$ cat src/rtl/ncl_sync_pkg.sv
`default_nettype none
// ============================================================================
// Module : ncl_sync_pkg
// Desc   : Shared types, dual-rail codes and pair classifiers for the bridge.
// Rev    : 1.0
// ============================================================================
package ncl_sync_pkg;

  typedef enum logic [1:0] {
    FLUSH     = 2'd0,
    WAIT_DATA = 2'd1,
    WAIT_NULL = 2'd2
  } state_t;

  localparam logic [1:0] NULL_DR  = 2'b00;
  localparam logic [1:0] TRUE_DR  = 2'b10;
  localparam logic [1:0] FALSE_DR = 2'b01;
  localparam logic [1:0] ILL_DR   = 2'b11;

  function automatic logic is_data(input logic [1:0] pair);
    return (pair == TRUE_DR) || (pair == FALSE_DR);
  endfunction

  function automatic logic is_null(input logic [1:0] pair);
    return (pair == NULL_DR);
  endfunction

endpackage
`default_nettype wire

$ cat src/rtl/ncl_sync_bridge_dr_sync.sv
`default_nettype none
// ============================================================================
// Module : ncl_dr_sync
// Desc   : Synchronizer chain for one dual-rail pair plus stability filter.
// Rev    : 1.0
// ============================================================================
module ncl_dr_sync
  import ncl_sync_pkg::*;
#(
  parameter int SYNC_STAGES = 2
) (
  input  logic       clk,
  input  logic       rst,
  input  logic [1:0] dr_in,
  output logic [1:0] sample,
  output logic       stable
);

  logic [2*SYNC_STAGES-1:0] r_chain;
  logic [1:0]               r_prev;
  logic [SYNC_STAGES:0]     r_fill;

  // r_fill tracks how far real samples have propagated; the reset-cleared
  // chain must not masquerade as an observed NULL wavefront.
  always_ff @(posedge clk) begin
    if (rst) begin
      r_chain <= {SYNC_STAGES{NULL_DR}};
      r_prev  <= NULL_DR;
      r_fill  <= '0;
    end else begin
      r_chain <= {r_chain[2*SYNC_STAGES-3:0], dr_in};
      r_prev  <= r_chain[2*SYNC_STAGES-1 -: 2];
      r_fill  <= {r_fill[SYNC_STAGES-1:0], 1'b1};
    end
  end

  assign sample = r_chain[2*SYNC_STAGES-1 -: 2];
  assign stable = r_fill[SYNC_STAGES] && (sample == r_prev);

endmodule
`default_nettype wire

$ cat src/rtl/ncl_sync_bridge.sv
`default_nettype none
// ============================================================================
// Module : ncl_sync_bridge
// Desc   : NCL dual-rail Rc/Rm to clocked valid/ready bridge with 4-phase ack.
// Rev    : 1.0
// ============================================================================
module ncl_sync_bridge
  import ncl_sync_pkg::*;
#(
  parameter int SYNC_STAGES  = 2,
  parameter int NULL_TIMEOUT = 255
) (
  input  logic       clk,
  input  logic       rst,
  input  logic [1:0] rc,
  input  logic [1:0] rm,
  output logic       ack_out,
  output logic       out_valid,
  output logic       out_rc,
  output logic       out_rm,
  input  logic       out_ready,
  output logic       err_illegal,
  output logic       err_timeout,
  input  logic       err_clr
);

  localparam int                 c_cnt_w   = $clog2(NULL_TIMEOUT + 1);
  localparam logic [c_cnt_w-1:0] c_timeout = c_cnt_w'(NULL_TIMEOUT);

  logic [1:0]         w_rc_smp;
  logic [1:0]         w_rm_smp;
  logic               w_rc_stable;
  logic               w_rm_stable;
  logic               w_stable;
  logic               w_all_data;
  logic               w_all_null;
  logic               w_illegal;
  logic               w_free;
  logic               w_capture;
  logic               w_to_hit;
  state_t             r_state;
  logic [c_cnt_w-1:0] r_cnt;

  ncl_dr_sync #(.SYNC_STAGES(SYNC_STAGES)) u_sync_rc (
    .clk    (clk),
    .rst    (rst),
    .dr_in  (rc),
    .sample (w_rc_smp),
    .stable (w_rc_stable)
  );

  ncl_dr_sync #(.SYNC_STAGES(SYNC_STAGES)) u_sync_rm (
    .clk    (clk),
    .rst    (rst),
    .dr_in  (rm),
    .sample (w_rm_smp),
    .stable (w_rm_stable)
  );

  assign w_stable   = w_rc_stable && w_rm_stable;
  assign w_all_data = w_stable && is_data(w_rc_smp) && is_data(w_rm_smp);
  assign w_all_null = w_stable && is_null(w_rc_smp) && is_null(w_rm_smp);
  assign w_illegal  = (w_rc_smp == ILL_DR) || (w_rm_smp == ILL_DR);

  // The single output slot is free if empty or being drained this very edge.
  assign w_free    = !out_valid || out_ready;
  assign w_capture = (r_state == WAIT_DATA) && w_all_data && w_free;
  assign w_to_hit  = (r_state == WAIT_NULL) && !w_all_null &&
                     (r_cnt == c_timeout - 1'b1);

  always_ff @(posedge clk) begin
    if (rst) begin
      r_state   <= FLUSH;
      ack_out   <= 1'b1;
      r_cnt     <= '0;
      out_valid <= 1'b0;
      out_rc    <= 1'b0;
      out_rm    <= 1'b0;
    end else begin
      case (r_state)
        FLUSH: begin
          if (w_all_null) begin
            r_state <= WAIT_DATA;
            ack_out <= 1'b0;
          end
        end
        WAIT_DATA: begin
          if (w_capture) begin
            r_state <= WAIT_NULL;
            ack_out <= 1'b1;
            r_cnt   <= '0;
          end
        end
        WAIT_NULL: begin
          if (w_all_null) begin
            r_state <= WAIT_DATA;
            ack_out <= 1'b0;
            r_cnt   <= '0;
          end else if (r_cnt != c_timeout) begin
            r_cnt <= r_cnt + 1'b1;
          end
        end
        default: begin
          r_state <= FLUSH;
          ack_out <= 1'b1;
        end
      endcase

      if (w_capture) begin
        out_valid <= 1'b1;
        out_rc    <= (w_rc_smp == TRUE_DR);
        out_rm    <= (w_rm_smp == TRUE_DR);
      end else if (out_valid && out_ready) begin
        out_valid <= 1'b0;
      end
    end
  end

  // Sticky flags: a new event on the clearing cycle keeps the flag set.
  always_ff @(posedge clk) begin
    if (rst) begin
      err_illegal <= 1'b0;
      err_timeout <= 1'b0;
    end else begin
      if (w_illegal)    err_illegal <= 1'b1;
      else if (err_clr) err_illegal <= 1'b0;

      if (w_to_hit)     err_timeout <= 1'b1;
      else if (err_clr) err_timeout <= 1'b0;
    end
  end

endmodule
`default_nettype wire

$ cat config.mk
export PLATFORM = sky130hd
export DESIGN_NAME = ncl_sync_bridge
export DESIGN_NICKNAME = d
export VERILOG_FILES = /design/src/rtl/ncl_sync_pkg.sv /design/src/rtl/ncl_sync_bridge_dr_sync.sv /design/src/rtl/ncl_sync_bridge.sv
export SDC_FILE = /design/constraint.sdc
export NUM_CORES = 1
export LEC_CHECK = 0
export CAP_MARGIN = 10
export CORE_MARGIN = 2
export CORE_UTILIZATION = 52
export CTS_CLUSTER_DIAMETER = 80
export CTS_CLUSTER_SIZE = 20
export DETAILED_ROUTE_END_ITERATION = 7
export PLACE_DENSITY = 0.84
export SETUP_SLACK_MARGIN = 0.1
export SYNTH_ARGS = -nofsm -noshare
export SYNTH_HDL_FRONTEND = slang
export SYNTH_SLANG_ARGS = --single-unit
$ cat constraint.sdc
create_clock -name clk -period 2.55 [get_ports clk]
set_input_delay 0.51 -clock clk [delete_from_list [all_inputs] [get_ports clk]]
set_output_delay 0.51 -clock clk [all_outputs]
set_load 0.05 [all_outputs]
==> flow_metrics.env <==
export IMPL_outcome="complete, no violations"
export IMPL_root_buffer="clkbuf_4"
export IMPL_clock_path_buffers=2
export IMPL_rr_startpoint="u_sync_rm.r_chain[2]"
export IMPL_drv_slew=0
export IMPL_place_congestion=0.842
export IMPL_utilization_pct=62.6
export IMPL_p_per_area_nw_per_um2=571
export IMPL_initial_core_util_pct=53.5
export IMPL_finalNetCount=185
export IMPL_grtUsageMet3_pct=4.84
export IMPL_cp_startpoint="u_sync_rm.r_chain[2]"
export IMPL_antenna_found_initial=0
export IMPL_relSlewSlack_pct=66.7
export IMPL_via_per_inst=5.76
export IMPL_instances_no_fill=197
export IMPL_grt_pass1_wl_mm=4.55
export IMPL_worst_slack_ps=545
export IMPL_synth_area_um2=1440
export IMPL_place_area_um2=1590
export IMPL_syn_to_final_growth_pct=17.0
export IMPL_busiest_layer="met2"
export IMPL_row_count=19
export IMPL_wl_per_cell_um=13.5
export IMPL_cts_sinks=31
export IMPL_cts_setup_buffers=0
export IMPL_p_sw_mw=0.204
export IMPL_synthCells=148
export IMPL_syn_area_per_cell_um2=9.71
export IMPL_critPathKind="register to register"
export IMPL_cts_tree="yes"
export IMPL_critPathArrivalTime_ps=2220
export IMPL_critPathMaxFanout=5
export IMPL_routed_wl_mm=2.65
export IMPL_diodes=0
export IMPL_switching_share_pct=21.2
export IMPL_yosysUniqueCellTypes=38
export IMPL_grt_overflow=0
export IMPL_ctsHoldBuffers=0
export IMPL_layout_common_cells="31 x dfxtp_1, 13 x inv_1, 13 x nor2_1, 13 x clkdlybuf4s50_1"
export IMPL_ctsResizeCount=0
export IMPL_fin_setup_tns_ps=0
export IMPL_htree_levels=2
export IMPL_numCtsBuffers=5
export IMPL_cap_violations=0
export IMPL_combPwrFrac_pct=6.6
export IMPL_hold_class="register to register"
export IMPL_end_kind="register"
export IMPL_hold_path_startpoint="u_sync_rc.r_chain[0]"
export IMPL_grt_usage_pct=18.4
export IMPL_vias=1135
export IMPL_fin_crit_sh_pct=78.6
export IMPL_dieHeight_um=56.6
export IMPL_drive_gt1_share_pct=10.8
export IMPL_stdcell_area_um2=1680
export IMPL_ys_ff_latch=31
export IMPL_die_area_um2=3200
export IMPL_ys_seq_area_share_pct=43.2
export IMPL_p_seq_share_pct=52.2
export IMPL_pre_cts_slack_ps=425
export IMPL_grt_max_degree=32
export IMPL_firstDrtPassIters=4
export IMPL_port_buffers=13
export IMPL_vdd_drop_max_v=0.000460
export IMPL_grtUsageMet2_pct=31.7
export IMPL_io_pins=14
export IMPL_dpl_hpwl_mm=1.95
export IMPL_rsz0062_at_grt="false"
export IMPL_remaining_drc_errors=0
export IMPL_grt_use_met1_pct=21.0
export IMPL_grt_pass1_vias=1086
export IMPL_worstMarginPinSlew_ps=498
export IMPL_period_needed_ps=2000
export IMPL_clk_pin_slew_ps=110
export IMPL_clock_power_share_pct=41.2
export IMPL_syn_nets=168
export IMPL_finalSetupViolCount=0
export IMPL_p_leak_nw=0.640
export IMPL_yosys_warnings=0
export IMPL_coreArea_um2=2690
export IMPL_dp_cells=189
export IMPL_fp_dieW_um=56.6
export IMPL_fmax_mhz=499
export IMPL_crit_path_start_kind="register"
export IMPL_drtAntennaViolNets=0
export IMPL_intPower_mw=0.756
export IMPL_layout_commonest_cell="dfxtp_1"
export IMPL_first_iter_violations=43
export IMPL_hold_violations=0
export IMPL_cp_required_ps=2760
export IMPL_fin_worst_skew_ps=13.6
export IMPL_clk_latency_ps=320
-- worst max-delay path: stages (launching register included) --
cell     delay (ps)
dfxtp_1         420
inv_1           100
ha_1            300
and3_1          190
and2b_1         210
a41oi_2         350
a21oi_1          80
o32ai_1         260
-- registers in the layout (all words and copies together), names as in the netlist --
name               count
err_timeout            1
u_sync_rc.r_chain      4
r_cnt                  8
err_illegal            1
out_rc                 1
u_sync_rm.r_prev       2
out_rm                 1
u_sync_rm.r_fill       3
ack_out                1
u_sync_rc.r_prev       2
out_valid              1
u_sync_rm.r_chain      4
r_state                2
-- final timing paths --
check / to / slack (ps) / depth (start not counted)
worst max-delay path: r_cnt[3] / 550 / 7
worst min-delay path: u_sync_rc.r_chain[2] / 440 / 1
worst max register to register: r_cnt[3] / 550 / 7
worst min register to register: u_sync_rc.r_chain[2] / 440 / 1
-- cell type report --
class,count,area (µm²)
multi-input cells,100,748
fillers,224,1010
clock buffers,6,51.3
clock inverters,2,35.0
flip-flops and latches,31,621
inverters,13,48.8
repair buffers,14,138
well taps,31,38.8
-- routing by layer --
layer	routed length, µm	part of all wire (%)	vias up
li1	-	-	561
met1	1160	44	534
met2	1340	50	36
met3	117	4.4	4
met4	38	1.4	0
met5	0	0	-
-- power by group through the flow --
stage / Clock (mW) / Combinational, mW / Sequential [mW]
after floorplan: 0 / 0.0394 / 0.514
after global placement: 0 / 0.0607 / 0.511
after detailed placement: 0 / 0.0636 / 0.512
after CTS: 0.405 / 0.0638 / 0.501
after global routing: 0.422 / 0.0700 / 0.502
final: 0.395 / 0.0635 / 0.501
-- Yosys cell counts --
master | instances | area [µm²]
xnor2_1 | 3 | 26.3
nor3_1 | 2 | 10.0
o21ai_1 | 2 | 10.0
clkbuf_1 | 3 | 11.3
or3_1 | 1 | 6.26
a21oi_1 | 9 | 45.0
nand3_1 | 5 | 25.0
nor2_1 | 13 | 48.8
or4b_1 | 1 | 10.0
a41oi_1 | 2 | 17.5
nand2_1 | 5 | 18.8
and3_1 | 2 | 12.5
o31ai_1 | 2 | 15.0
o32ai_1 | 3 | 26.3
inv_1 | 13 | 48.8
nor2b_1 | 12 | 75.1
buf_4 | 1 | 7.51
ha_1 | 12 | 150
a41o_2 | 1 | 11.3
o41ai_1 | 1 | 8.76
o32ai_2 | 1 | 16.3
nand4_1 | 4 | 25.0
a31oi_1 | 2 | 12.5
xnor2_2 | 1 | 16.3
a21boi_4 | 1 | 18.8
and4_1 | 1 | 8.76
o311ai_1 | 1 | 8.76
nand3_2 | 1 | 10.0
and2b_1 | 1 | 7.51
mux2i_1 | 2 | 20.0
o211a_1 | 1 | 10.0
or2_2 | 1 | 6.26
a32oi_1 | 1 | 8.76
a211oi_1 | 3 | 22.5
a41oi_2 | 1 | 16.3
and3_4 | 1 | 11.3
o211ai_2 | 1 | 12.5
dfxtp_1 | 31 | 621
-- logic make-up (layout without fill, tap and decap cells) --
logic type	Yosys count	in the layout	share of synthesized area, %
AO/OA/AOI/OAI	32	32	18.1
flip-flops	31	31	43.2
XOR/XNOR	4	4	2.96
multiplexers	2	2	1.39
adder cells (fa/ha/maj)	12	12	10.5
buffers and inverters	17	35	4.70
AND/OR/NAND/NOR	50	50	19.2
-- per-stage QoR --
stage / total power [mW] / hold slack, ps
2_1_floorplan: 0.553 / 414
3_3_place_gp: 0.572 / 417
3_5_place_dp: 0.576 / 430
4_1_cts: 0.970 / 438
5_1_grt: 0.995 / 453
6_report: 0.960 / 439
Power figures use the tool's default switching activity.
==> edit 1, RTL diff (same settings) <==
Put one more register stage on the output `err_illegal`, cleared by the reset. The value now appears one clock later. The other outputs are not delayed to match.
--- a/src/rtl/ncl_sync_bridge.sv
+++ b/src/rtl/ncl_sync_bridge.sv
@@ -28,2 +28,4 @@
   localparam logic [c_cnt_w-1:0] c_timeout = c_cnt_w'(NULL_TIMEOUT);
+
+  logic err_illegal_s0;
 
@@ -121,7 +123,7 @@
     if (rst) begin
-      err_illegal <= 1'b0;
+      err_illegal_s0 <= 1'b0;
       err_timeout <= 1'b0;
     end else begin
-      if (w_illegal)    err_illegal <= 1'b1;
-      else if (err_clr) err_illegal <= 1'b0;
+      if (w_illegal)    err_illegal_s0 <= 1'b1;
+      else if (err_clr) err_illegal_s0 <= 1'b0;
 
@@ -132,2 +134,10 @@
 
+  always_ff @(posedge clk) begin
+    if (rst) begin
+      err_illegal <= '0;
+    end else begin
+      err_illegal <= err_illegal_s0;
+    end
+  end
+
 endmodule
Behaviour: not the same (Yosys sat finds a counterexample within 4 cycles, from zero or initial values and one cycle with rst high).
==> edit 1 against the original RTL <==
Cell count up 1.0%; design area increased by 2.1%; total power increased by 1.6%; synthesized area increased by 2.4%; die area is 2.2% higher; sequential cell count rose by 1; wire length increased by 2.6%; setup slack worse by 0.11 ns; worst hold slack better by 0.0065 ns; global-route usage rose by 1.1 points.
==> edit 1: results (changes against the original RTL) <==
Setup Skew 0.0169 ns (+0.00330 ns); critical path peak fanout 10 (+5); Synth Area in Compound Gates 0.163 (-0.0186); Final HPWL DP 1.97 mm (+0.82%); Worst Min Path Start u_sync_rm.r_fill[1]; reported leakage power 0.690 nW (+7.7%); worst-skew pair later-pin latency 0.34 ns (+0.02 ns); worst reg2reg setup slack 0.43 ns (-0.11 ns); Final ANT Viol Nets 0 (unchanged); Least-Margin Pin Slew 0.725 ns (+0.227 ns); first-pass GRT wire length 4.93 mm (+8.2%); register area share after synthesis 0.436 (+0.00369); Hold Crit Endpoint u_sync_rm.r_fill[2]; Psw 0.000227 W (+11%); PortBufs 13 (unchanged); final weighted congestion in routability-driven placement 0.814 (-3.4%); capture point of the critical path r_cnt[1]; via density per instance 5.74 (-0.31%); highest ir drop seen on vdd 0.421 mV (-8.5%); result of the run finished, final reports clean; slowest library cell on the worst path o41ai_4; wire length after detailed routing 2.72 mm (+2.6%); Post-Synth XOR/XNOR Area 0.0238 (-0.00579); share of final-layout standard cells stronger than drive strength 1 0.0893 (-0.0191); Comb pwr share 0.063 (-0.003); post-route minimum period 2.12 ns (+0.115 ns); number of instances in the placed design 191 (+1.1%); startpoint of the worst setup timing path u_sync_rm.r_chain[3]; overall track demand over capacity in global routing 0.195 (+0.0110); Post-Synthesis Cells 150 (+1.4%); wire per inst 13.7 um (+1.6%); Reg2Reg Depth 6 (-1); DRT iter0 DRCs 35 (-19%); most common library cells after synthesis 32 x dfxtp_1, 13 x nor2b_1, 12 x ha_1, 12 x nor2_1, 9 x inv_1; share of synthesized cell area in full adder, half adder and majority cells 0.102 (-0.00240); Worst path max stage delay 0.59 ns (+0.17 ns); via count of the first global-routing pass 1165 (+7.3%); Yosys cell types 39 (+2.6%); cell types occupying the most area after synthesis dfxtp_1 44%, ha_1 10%, nor2b_1 5.5%, nor2_1 3.1%, a32o_1 2.7%; startpoint of the worst-slack reg-to-reg timing path u_sync_rm.r_chain[3]; number of cells on the worst hold path 1 (unchanged); Placement Cell Area 1630 um2 (+2.4%); largest net degree at the start of global routing 33 (+3.1%); fillcell total 217 (-3.1%); multiplexer share of the synthesized area 0.0136 (-0.000320); arrival time worst endpoint 2.36 ns (+0.14 ns)
==> edit 1: final cells by class <==
| class | count | area share |
|---|---|---|
| Clock inverter | 3 | 0.0270 |
| Timing Repair Buffer | 14 | 0.0802 |
| Tap cell | 31 | 0.0226 |
| Multi-Input combinational cell | 104 | 0.453 |
| Inverter | 10 | 0.0219 |
| Sequential cell | 32 | 0.373 |
| Clock buffer | 5 | 0.0219 |
==> edit 1: stage by stage <==
step / power [W] / hold slack, ns / util
after floorplan: 0.000567 / 0.414 / -
final: 0.000976 / 0.446 / 0.633
after global routing: 0.00101 / 0.467 / 0.633
after detailed placement: 0.000591 / 0.428 / 0.602
after global placement: 0.000587 / 0.420 / 0.602
after CTS: 0.000986 / 0.453 / 0.633
==> edit 1: routing by layer <==
metal / GRT usage / part of all wire / vias to the layer above
li1: - / - / 573
met1: 0.215 / 0.43 / 535
met2: 0.353 / 0.50 / 30
met3: 0.0567 / 0.047 / 5
met4: 0.0698 / 0.017 / 0
met5: 0 / 0 / -
==> edit 2, RTL diff (same flow settings) <==
Made on the original files. `NULL_TIMEOUT`: 255 -> 510.
--- a/src/rtl/ncl_sync_bridge.sv
+++ b/src/rtl/ncl_sync_bridge.sv
@@ -10,3 +10,3 @@
   parameter int SYNC_STAGES  = 2,
-  parameter int NULL_TIMEOUT = 255
+  parameter int NULL_TIMEOUT = 510
 ) (
Formal check against the unedited RTL: no difference found for any inputs over 10 cycles, from zero or initial values and one cycle with rst high; that may be too few to reach the edited logic, so the function may still have changed.
==> edit 2 against the original RTL <==
Wire length grew 11%; die area grew 4.2%; total power grew 1.1%; non-clock buffer count grew 4; design area grew 5.6%; sequential cell count grew 1; setup slack lost 0.37 ns; synthesized cell count grew 9.5%; critical path depth is the same; worst hold slack gained 0.0060 ns; synthesized area grew 4.5%; combinational power grew 14%.
==> edit 2: results (changes against the original RTL) <==
worst reg2reg setup slack 0.17 ns (-0.37 ns); Yosys cell types 39 (+2.6%); power attributed to the clock group 0.000381 W (-4%); Worst Min Path Start u_sync_rm.r_chain[0]; P_int 0.000750 W (-0.73%); Setup Skew 0.0111 ns (-0.00250 ns); slowest library cell on the worst path or4_4; overall track demand over capacity in global routing 0.200 (+0.0165); met1 Track Usage GR 0.231 (+0.0204); largest net degree at the start of global routing 21 (-34%); proportion of power drawn by the clock network 0.392 (-0.020); nets in the synthesized netlist 183 (+8.9%); Hold WS 0.445 ns (+0.00603 ns); wire length after detailed routing 2.94 mm (+11%); register area share after synthesis 0.427 (-0.00539); vias 1280 (+13%); FF-to-FF End r_cnt[6]; fillcell total 218 (-2.7%); final weighted congestion in routability-driven placement 0.812 (-3.6%); startpoint of the worst-slack reg-to-reg timing path u_sync_rc.r_chain[2]; Logic power comb 0.0000721 W (+14%); via count of the first global-routing pass 1142 (+5.2%); reported leakage power 0.672 nW (+4.9%); worst-skew pair later-pin latency 0.34 ns (+0.02 ns); largest registers r_cnt (9), u_sync_rc.r_chain (4), u_sync_rm.r_chain (4); most common library cells after synthesis 32 x dfxtp_1, 13 x ha_1, 13 x nor2_1; share of final-layout standard cells stronger than drive strength 1 0.103 (-0.00517); Worst path max stage delay 0.54 ns (+0.12 ns); result of the run finished, final reports clean; Post-Synthesis Cells 162 (+9.5%); cell types occupying the most area after synthesis dfxtp_1 43%, ha_1 11%, nor2b_1 4.6%, nor2_1 3.2%, inv_1 2.5%; met3 usage in global routing 0.0759 (+0.0275); first-pass GRT wire length 5.02 mm (+10%); highest ir drop seen on vdd 0.480 mV (+4.4%); Hold Crit Endpoint u_sync_rm.r_chain[2]; Least-Margin Pin Slew 0.711 ns (+0.213 ns)
==> edit 2: final cells by class <==
cell class                      instances  area [um2]  area share
Multi-Input combinational cell        116         808       0.456
Clock inverter                          2        35.0      0.0197
Clock buffer                            6        41.3      0.0233
Sequential cell                        32         646       0.364
Timing Repair Buffer                   18         168      0.0945
Inverter                               10        37.5      0.0212
Tap cell                               31        38.8      0.0219
==> edit 2: cell families (layout without fill, tap and decap cells) <==
group	count (synthesis)	after routing	share of synthesized area
and+or+nand+nor	66	66	0.246
AOI/OAI and AO/OA	32	32	0.153
DFF	32	32	0.427
buffers and inverters	14	36	0.0350
adders and majority gates	13	13	0.108
xor gates and xnor gates	3	3	0.0175
muxes	2	2	0.0133
==> edit 2: how the worst max path moves through the flow <==
stage	start	endpoint	slack, ns	cells after the start
after floorplan	u_sync_rc.r_chain[3]	r_cnt[5]	0.34	7
after detailed placement	out_ready	r_cnt[6]	-0.10	6
after global routing	u_sync_rc.r_chain[2]	r_cnt[5]	0.1	7
final	u_sync_rc.r_chain[2]	r_cnt[6]	0.17	7
after global placement	out_ready	r_cnt[5]	-0.05	6
after CTS	u_sync_rc.r_chain[2]	r_cnt[6]	0.10	7
==> edit 2: critical path: cells and delay by family (launching register included) <==
family / cells / cell delay, ns
AND/OR/NAND/NOR: 3 / 1.13
AO/OA/AOI/OAI: 2 / 0.41
flip-flops: 1 / 0.38
adder cells (fa/ha/maj): 1 / 0.28
buffers and inverters: 1 / 0.09
==> edit 2: what timing repair did <==
action / in CTS / in global routing
resized for setup: 0 / 4
hold buffers: 0 / 0
endpoints found under the setup margin: 0 / 2
==> edit 2: metal layers <==
layer	wire, um	part of all wire
met1	1280	0.43
met2	1410	0.48
met3	189	0.064
met4	70	0.024
met5	0	0
